==> src/rtl/nt_stim_pkg.sv <==
`default_nettype none
// ============================================================================
// Module   : nt_stim_pkg
// Purpose  : Shared constants, state encoding and step functions for the
//            Nt-node subcircuit stimulus / response-compaction engine.
//            - c_lfsr_taps    : Galois right-shift feedback taps
//            - c_misr_poly    : MISR feedback polynomial
//            - c_default_seed : substitute for an all-zero seed
//            - state_t        : engine FSM states
// Revision : 1.0 - initial release
// ============================================================================
package nt_stim_pkg;

    localparam logic [15:0] c_lfsr_taps    = 16'hB400;
    localparam logic [15:0] c_misr_poly    = 16'h1021;
    localparam logic [15:0] c_default_seed = 16'hACE1;

    typedef enum logic [1:0] {
        ST_IDLE  = 2'd0,
        ST_RUN   = 2'd1,
        ST_DRAIN = 2'd2,
        ST_DONE  = 2'd3
    } state_t;

    // One Galois right-shift step of the pattern LFSR.
    function automatic logic [15:0] lfsr_step(input logic [15:0] s);
        return (s >> 1) ^ (s[0] ? c_lfsr_taps : 16'h0000);
    endfunction

    // One MISR compaction step folding in a single response bit.
    function automatic logic [15:0] misr_step(input logic [15:0] s, input logic b);
        return {s[14:0], 1'b0} ^ (s[15] ? c_misr_poly : 16'h0000) ^ {15'b0, b};
    endfunction

endpackage
`default_nettype wire

==> src/rtl/nt_lfsr16.sv <==
`default_nettype none
// ============================================================================
// Module   : nt_lfsr16
// Purpose  : 16-bit Galois pattern LFSR with synchronous parallel load.
// Ports    : clk_i    - clock, rising edge
//            rst_ni   - asynchronous active-low reset (state -> 0)
//            load_i   - load seed_i this edge (has priority over en_i)
//            seed_i   - value to load
//            en_i     - advance one step this edge
//            state_o  - current LFSR contents
// Revision : 1.0 - initial release
// ============================================================================
module nt_lfsr16
    import nt_stim_pkg::*;
(
    input  logic        clk_i,
    input  logic        rst_ni,
    input  logic        load_i,
    input  logic [15:0] seed_i,
    input  logic        en_i,
    output logic [15:0] state_o
);

    logic [15:0] state_q;
    logic [15:0] state_d;

    always_comb begin
        state_d = state_q;
        if (load_i) begin
            state_d = seed_i;
        end else if (en_i) begin
            state_d = lfsr_step(state_q);
        end
    end

    always_ff @(posedge clk_i or negedge rst_ni) begin
        if (!rst_ni) begin
            state_q <= 16'h0000;
        end else begin
            state_q <= state_d;
        end
    end

    assign state_o = state_q;

endmodule
`default_nettype wire

==> src/rtl/nt_subckt_stim_gen.sv <==
`default_nettype none
// ============================================================================
// Module   : nt_subckt_stim_gen
// Purpose  : Drives pseudo-random vectors into a benchmark subcircuit and
//            compacts its one-bit responses into a 16-bit MISR signature.
// Ports    : I1470_clk  - clock, rising edge
//            I1477_rst  - asynchronous active-low reset
//            start      - run request, honoured in IDLE/DONE only
//            seed       - LFSR seed, sampled with start (0 -> 16'hACE1)
//            resp_in    - subcircuit response bit
//            vec_out    - applied vector (0 outside RUN)
//            vec_valid  - vec_out carries a live vector
//            busy       - RUN or DRAIN
//            done       - DONE, result held
//            signature  - MISR contents
//            vec_count  - vectors issued in the current run
// Revision : 1.0 - initial release
// ============================================================================
module nt_subckt_stim_gen
    import nt_stim_pkg::*;
#(
    parameter int VEC_W    = 3,
    parameter int LFSR_W   = 16,
    parameter int SIG_W    = 16,
    parameter int NUM_VEC  = 1000,
    parameter int PIPE_LAT = 1
) (
    input  logic              I1470_clk,
    input  logic              I1477_rst,
    input  logic              start,
    input  logic [LFSR_W-1:0] seed,
    input  logic              resp_in,
    output logic [VEC_W-1:0]  vec_out,
    output logic              vec_valid,
    output logic              busy,
    output logic              done,
    output logic [SIG_W-1:0]  signature,
    output logic [15:0]       vec_count
);

    state_t             state_q;
    logic [VEC_W-1:0]   vec_out_q;
    logic               vec_valid_q;
    logic               busy_q;
    logic               done_q;
    logic [15:0]        vec_count_q;
    logic [2:0]         drain_cnt_q;
    logic [SIG_W-1:0]   sig_q;
    logic [SIG_W-1:0]   sig_d;
    logic [PIPE_LAT-1:0] valid_pipe_q;

    logic               w_start_ok;
    logic               w_last_vec;
    logic               w_capture;
    logic [15:0]        w_seed_eff;
    logic [15:0]        w_lfsr_state;
    logic               w_unused_lfsr_hi;

    assign w_start_ok = start && ((state_q == ST_IDLE) || (state_q == ST_DONE));
    assign w_seed_eff = (seed == '0) ? c_default_seed : seed;
    // vec_count_q lags the vector on the pins by one, so the NUM_VEC-th
    // vector is on vec_out when the count reads NUM_VEC-1.
    assign w_last_vec = (vec_count_q == 16'(NUM_VEC - 1));
    assign w_capture  = valid_pipe_q[PIPE_LAT-1];

    // The seed vector is presented straight from the start edge, so the LFSR
    // is loaded one step ahead and always holds the *next* vector to issue.
    nt_lfsr16 u_lfsr (
        .clk_i   (I1470_clk),
        .rst_ni  (I1477_rst),
        .load_i  (w_start_ok),
        .seed_i  (lfsr_step(w_seed_eff)),
        .en_i    (state_q == ST_RUN),
        .state_o (w_lfsr_state)
    );

    assign w_unused_lfsr_hi = ^w_lfsr_state[15:VEC_W];

    // ------------------------------------------------------------------
    // Control FSM with registered outputs
    // ------------------------------------------------------------------
    always_ff @(posedge I1470_clk or negedge I1477_rst) begin
        if (!I1477_rst) begin
            state_q     <= ST_IDLE;
            vec_out_q   <= '0;
            vec_valid_q <= 1'b0;
            busy_q      <= 1'b0;
            done_q      <= 1'b0;
            vec_count_q <= 16'h0000;
            drain_cnt_q <= 3'd0;
        end else begin
            case (state_q)
                ST_IDLE, ST_DONE: begin
                    if (start) begin
                        state_q     <= ST_RUN;
                        vec_out_q   <= w_seed_eff[VEC_W-1:0];
                        vec_valid_q <= 1'b1;
                        busy_q      <= 1'b1;
                        done_q      <= 1'b0;
                        vec_count_q <= 16'h0000;
                        drain_cnt_q <= 3'd0;
                    end
                end
                ST_RUN: begin
                    vec_count_q <= vec_count_q + 16'd1;
                    if (w_last_vec) begin
                        state_q     <= ST_DRAIN;
                        vec_out_q   <= '0;
                        vec_valid_q <= 1'b0;
                        drain_cnt_q <= 3'd0;
                    end else begin
                        vec_out_q   <= w_lfsr_state[VEC_W-1:0];
                    end
                end
                ST_DRAIN: begin
                    if (drain_cnt_q == 3'(PIPE_LAT - 1)) begin
                        state_q <= ST_DONE;
                        busy_q  <= 1'b0;
                        done_q  <= 1'b1;
                    end else begin
                        drain_cnt_q <= drain_cnt_q + 3'd1;
                    end
                end
                default: begin
                    state_q <= ST_IDLE;
                end
            endcase
        end
    end

    // ------------------------------------------------------------------
    // Valid chain: tail marks the cycle whose resp_in belongs to a vector
    // ------------------------------------------------------------------
    generate
        if (PIPE_LAT == 1) begin : g_pipe_one
            always_ff @(posedge I1470_clk or negedge I1477_rst) begin
                if (!I1477_rst) begin
                    valid_pipe_q <= '0;
                end else begin
                    valid_pipe_q <= vec_valid_q;
                end
            end
        end else begin : g_pipe_multi
            always_ff @(posedge I1470_clk or negedge I1477_rst) begin
                if (!I1477_rst) begin
                    valid_pipe_q <= '0;
                end else begin
                    valid_pipe_q <= {valid_pipe_q[PIPE_LAT-2:0], vec_valid_q};
                end
            end
        end
    endgenerate

    // ------------------------------------------------------------------
    // MISR
    // ------------------------------------------------------------------
    always_comb begin
        sig_d = sig_q;
        if (w_start_ok) begin
            sig_d = '0;
        end else if (w_capture) begin
            sig_d = misr_step(sig_q, resp_in);
        end
    end

    always_ff @(posedge I1470_clk or negedge I1477_rst) begin
        if (!I1477_rst) begin
            sig_q <= '0;
        end else begin
            sig_q <= sig_d;
        end
    end

    assign vec_out   = vec_out_q;
    assign vec_valid = vec_valid_q;
    assign busy      = busy_q;
    assign done      = done_q;
    assign signature = sig_q;
    assign vec_count = vec_count_q;

endmodule
`default_nettype wire

==> config.mk <==
export PLATFORM = sky130hd
export DESIGN_NAME = nt_subckt_stim_gen
export DESIGN_NICKNAME = d
export VERILOG_FILES = /design/src/rtl/nt_stim_pkg.sv /design/src/rtl/nt_lfsr16.sv /design/src/rtl/nt_subckt_stim_gen.sv
export SDC_FILE = /design/constraint.sdc
export NUM_CORES = 1
export LEC_CHECK = 0
export BUFFER_PORTS_ARGS = -buffer_cell sky130_fd_sc_hd__buf_2
export CAP_MARGIN = 20
export CELL_PAD_IN_SITES_DETAIL_PLACEMENT = 0
export CELL_PAD_IN_SITES_GLOBAL_PLACEMENT = 1
export CORE_MARGIN = 3
export CORE_UTILIZATION = 38
export DETAILED_ROUTE_END_ITERATION = 8
export PLACE_DENSITY_LB_ADDON = 0.1
export SKIP_CTS_REPAIR_TIMING = 1
export SYNTH_ARGS = -nofsm -noshare
export SYNTH_HDL_FRONTEND = slang
export SYNTH_SLANG_ARGS = --single-unit
==> constraint.sdc <==
create_clock -name I1470_clk -period 1.9 [get_ports I1470_clk]
set_input_delay 0.095 -clock I1470_clk [delete_from_list [all_inputs] [get_ports I1470_clk]]
set_output_delay 0.095 -clock I1470_clk [all_outputs]
set_load 0.01 [all_outputs]
==> impl_metrics.yaml <==
setup_path:
  critPathKind: "reg2reg"
  cp-end-kind: "flop"
  worstPathMaxFanout: 4
  arrival_ns: 2.11
  crit_path_max_incr_delay_ns: 0.59
  cpMostUsedCell: "or4_4"
  crit_chain: "or4_4, or4_4, a31oi_1, o21ai_1"
  cp_num_buf_inv: 0
  cp_top_family: "simple AND/OR/NAND/NOR gates"
  slowest_stage: "or4_4"
  critPathRequiredTime_ns: 2.13
  start_kind: "flop"
cts:
  cts_buffers: 9
  clockBufferDepth: 2
  h-tree-depth: 3
  cts.sinks: 60
  clk-insertion-delay-late_ns: 0.34
  cts_tree: "built"
  cts_root_buf: "clkbuf_8"
  clk_pin_slew_ns: 0.07
timing:
  max_freq_mhz: 532
  worst-slew-pin-transition_ns: 0.541
  rsz0062_at_grt: "true"
  skew_ns: 0.00785
  whs_ns: -0.00675
  period_needed_ns: 1.88
  relSlewSlack: 0.636
  hold_viol: 2
  slew_viol_final: 0
  fin_crit_sh: 0.990
  setup_violations: 0
yosys:
  yosysUniqueCellTypes: 40
  syn_inst: 292
  avgSynthCellArea_um2: 10.2
  ys_ff_latch: 60
  ys.flop_type: "dfrtp_1"
  synth_enable_flop_cells: 0
  seq_area_frac_synth: 0.505
  synthesis.area_um2: 2970
  async_reset_ff_frac: 1.00
  yosysWarnings: 0
  syn_nets: 318
status:
  violations: "hold timing"
  outcome: "finished with violations"
pwr:
  p_total_w: 0.00535
  power_density_nw_per_um2: 1370
  p_leak_nw: 1.94
  vdd.ir_drop.worst_mv: 0.677
floorplan:
  fp.coreArea_um2: 7410
  io_pins: 58
  die_w_um: 94.5
  dieHeight_um: 94.5
  die_area_um2: 8920
  rows: 31
  initial_core_util: 0.401
drt:
  vias_per_cell: 5.03
  drtIter0Drc: 82
  drc_errors: 0
  drtAntennaViolNets: 0
  drtPass1Iterations: 4
  vias: 2455
  drt-total-wl_um: 7100
  wire_per_inst_um: 14.5
min_path:
  hold_class: "in2reg"
finish:
  layout-drive-gt1-share: 0.337
  final_cell_mix: "dfrtp_1, buf_2, nor2_1"
  n_fill_cell: 744
  area_delta_synth_final_pct: 31.2
  fin_area_um2: 3900
  diodes: 0
  layout.nets: 410
placed_design:
  gp_congestion: 0.763
  placed_area_um2: 3600
  io_buffers: 57
  dp_hpwl_um: 4960
grt:
  grt_pass1_vias: 2399
  grt_pass1_wl_um: 11600
  grt_antenna_before_repair: 0
  grt_usage: 0.168
  overflow: 0
  grt_max_degree: 61
job:
  maxCapViolations: 0
## Yosys cell counts (all sizes together) (3+ instances only)
master | n | share of area
mux2i | 29 | 0.098
nor2 | 37 | 0.047
clkbuf | 13 | 0.016
nand3 | 8 | 0.013
xnor2 | 16 | 0.047
dfrtp | 60 | 0.50
ha | 6 | 0.025
nand2 | 24 | 0.030
o21ai | 20 | 0.034
a211oi | 4 | 0.010
inv | 5 | 0.0063
nand4 | 5 | 0.011
or4 | 4 | 0.014
xor2 | 3 | 0.0088
nand2b | 4 | 0.0084
nor4 | 11 | 0.023
a21oi | 12 | 0.020
nor2b | 5 | 0.011
## metal layers
layer  part of all wire  GRT usage  vias to the layer above
met1               0.50      0.234                     1172
met2               0.43      0.248                       59
li1                   -          -                     1212
met3              0.048     0.0375                       12
met5                  0          0                        -
met4              0.022     0.0817                        0
## area by class of cell
cell class / count / area, um^2 / share of cell area
clock buffers: 9 / 124 / 0.0317
multi-input cells: 212 / 1450 / 0.371
clock inverters: 7 / 76.3 / 0.0196
repair buffers: 96 / 608 / 0.156
well taps: 99 / 124 / 0.0317
inverters: 5 / 18.8 / 0.00481
flip-flops and latches: 60 / 1510 / 0.386
## worst reg2reg max path, delay by kind of cell (launching register included)
kind	cells	cell delay, ns
flip-flops	1	0.41
AND/OR/NAND/NOR	2	1.15
AO/OA/AOI/OAI	2	0.22
## path summary, 6_finish.rpt
check                                                from                            end  slack, ns  cells past startpoint
max in group asynchronous                       I1477_rst      vec_count[10]$_DFFE_PN0P_       1.30                      3
worst min-delay path                              seed[4]  u_lfsr.state_o[3]$_DFFE_PN0P_     -0.007                      3
min in group asynchronous                       I1477_rst      signature[14]$_DFFE_PN0P_       0.28                      3
worst max register to register  vec_count[10]$_DFFE_PN0P_         vec_out[2]$_DFFE_PN0P_       0.02                      4
worst min register to register      vec_valid$_DFFE_PN0P_         valid_pipe_q$_DFF_PN0_       0.46                      0
worst max-delay path            vec_count[10]$_DFFE_PN0P_         vec_out[2]$_DFFE_PN0P_       0.02                      4
## state kept, by name, indices dropped and copies added, names as in the netlist
name            flops
done                1
drain_cnt_q         3
valid_pipe_q        1
state_q             2
signature          16
vec_count          16
vec_valid           1
u_lfsr.state_o     16
busy                1
vec_out             3
## power breakdown
group | internal [W] | switching (W)
combinational | 0.00105 | 0.00123
sequential | 0.00165 | 0.000267
clock | 0.000611 | 0.000551
## stage by stage
step	cells	utilization	worst slack, ns	TNS (ns)
2_1_floorplan	292	-	-0.00336	-0.00336
3_3_place_gp	465	0.486	0.0327	0
3_5_place_dp	465	0.486	0.00604	0
4_1_cts	481	0.513	-0.0250	-0.0371
5_1_grt	488	0.527	-0.0348	-0.148
6_report	488	0.527	0.0189	0
## cells by family (layout without fill, tap and decap cells)
kind of cell	after synthesis	in the layout	synth area share
DFF	60	60	0.505
adders and majority gates	6	6	0.0252
and+or+nand+nor	109	109	0.185
AOI/OAI and AO/OA	49	49	0.106
buffers and inverters	20	117	0.0257
muxes	29	29	0.0976
xor gates and xnor gates	19	19	0.0560
Note: power is estimated with default switching activity, not from simulation.
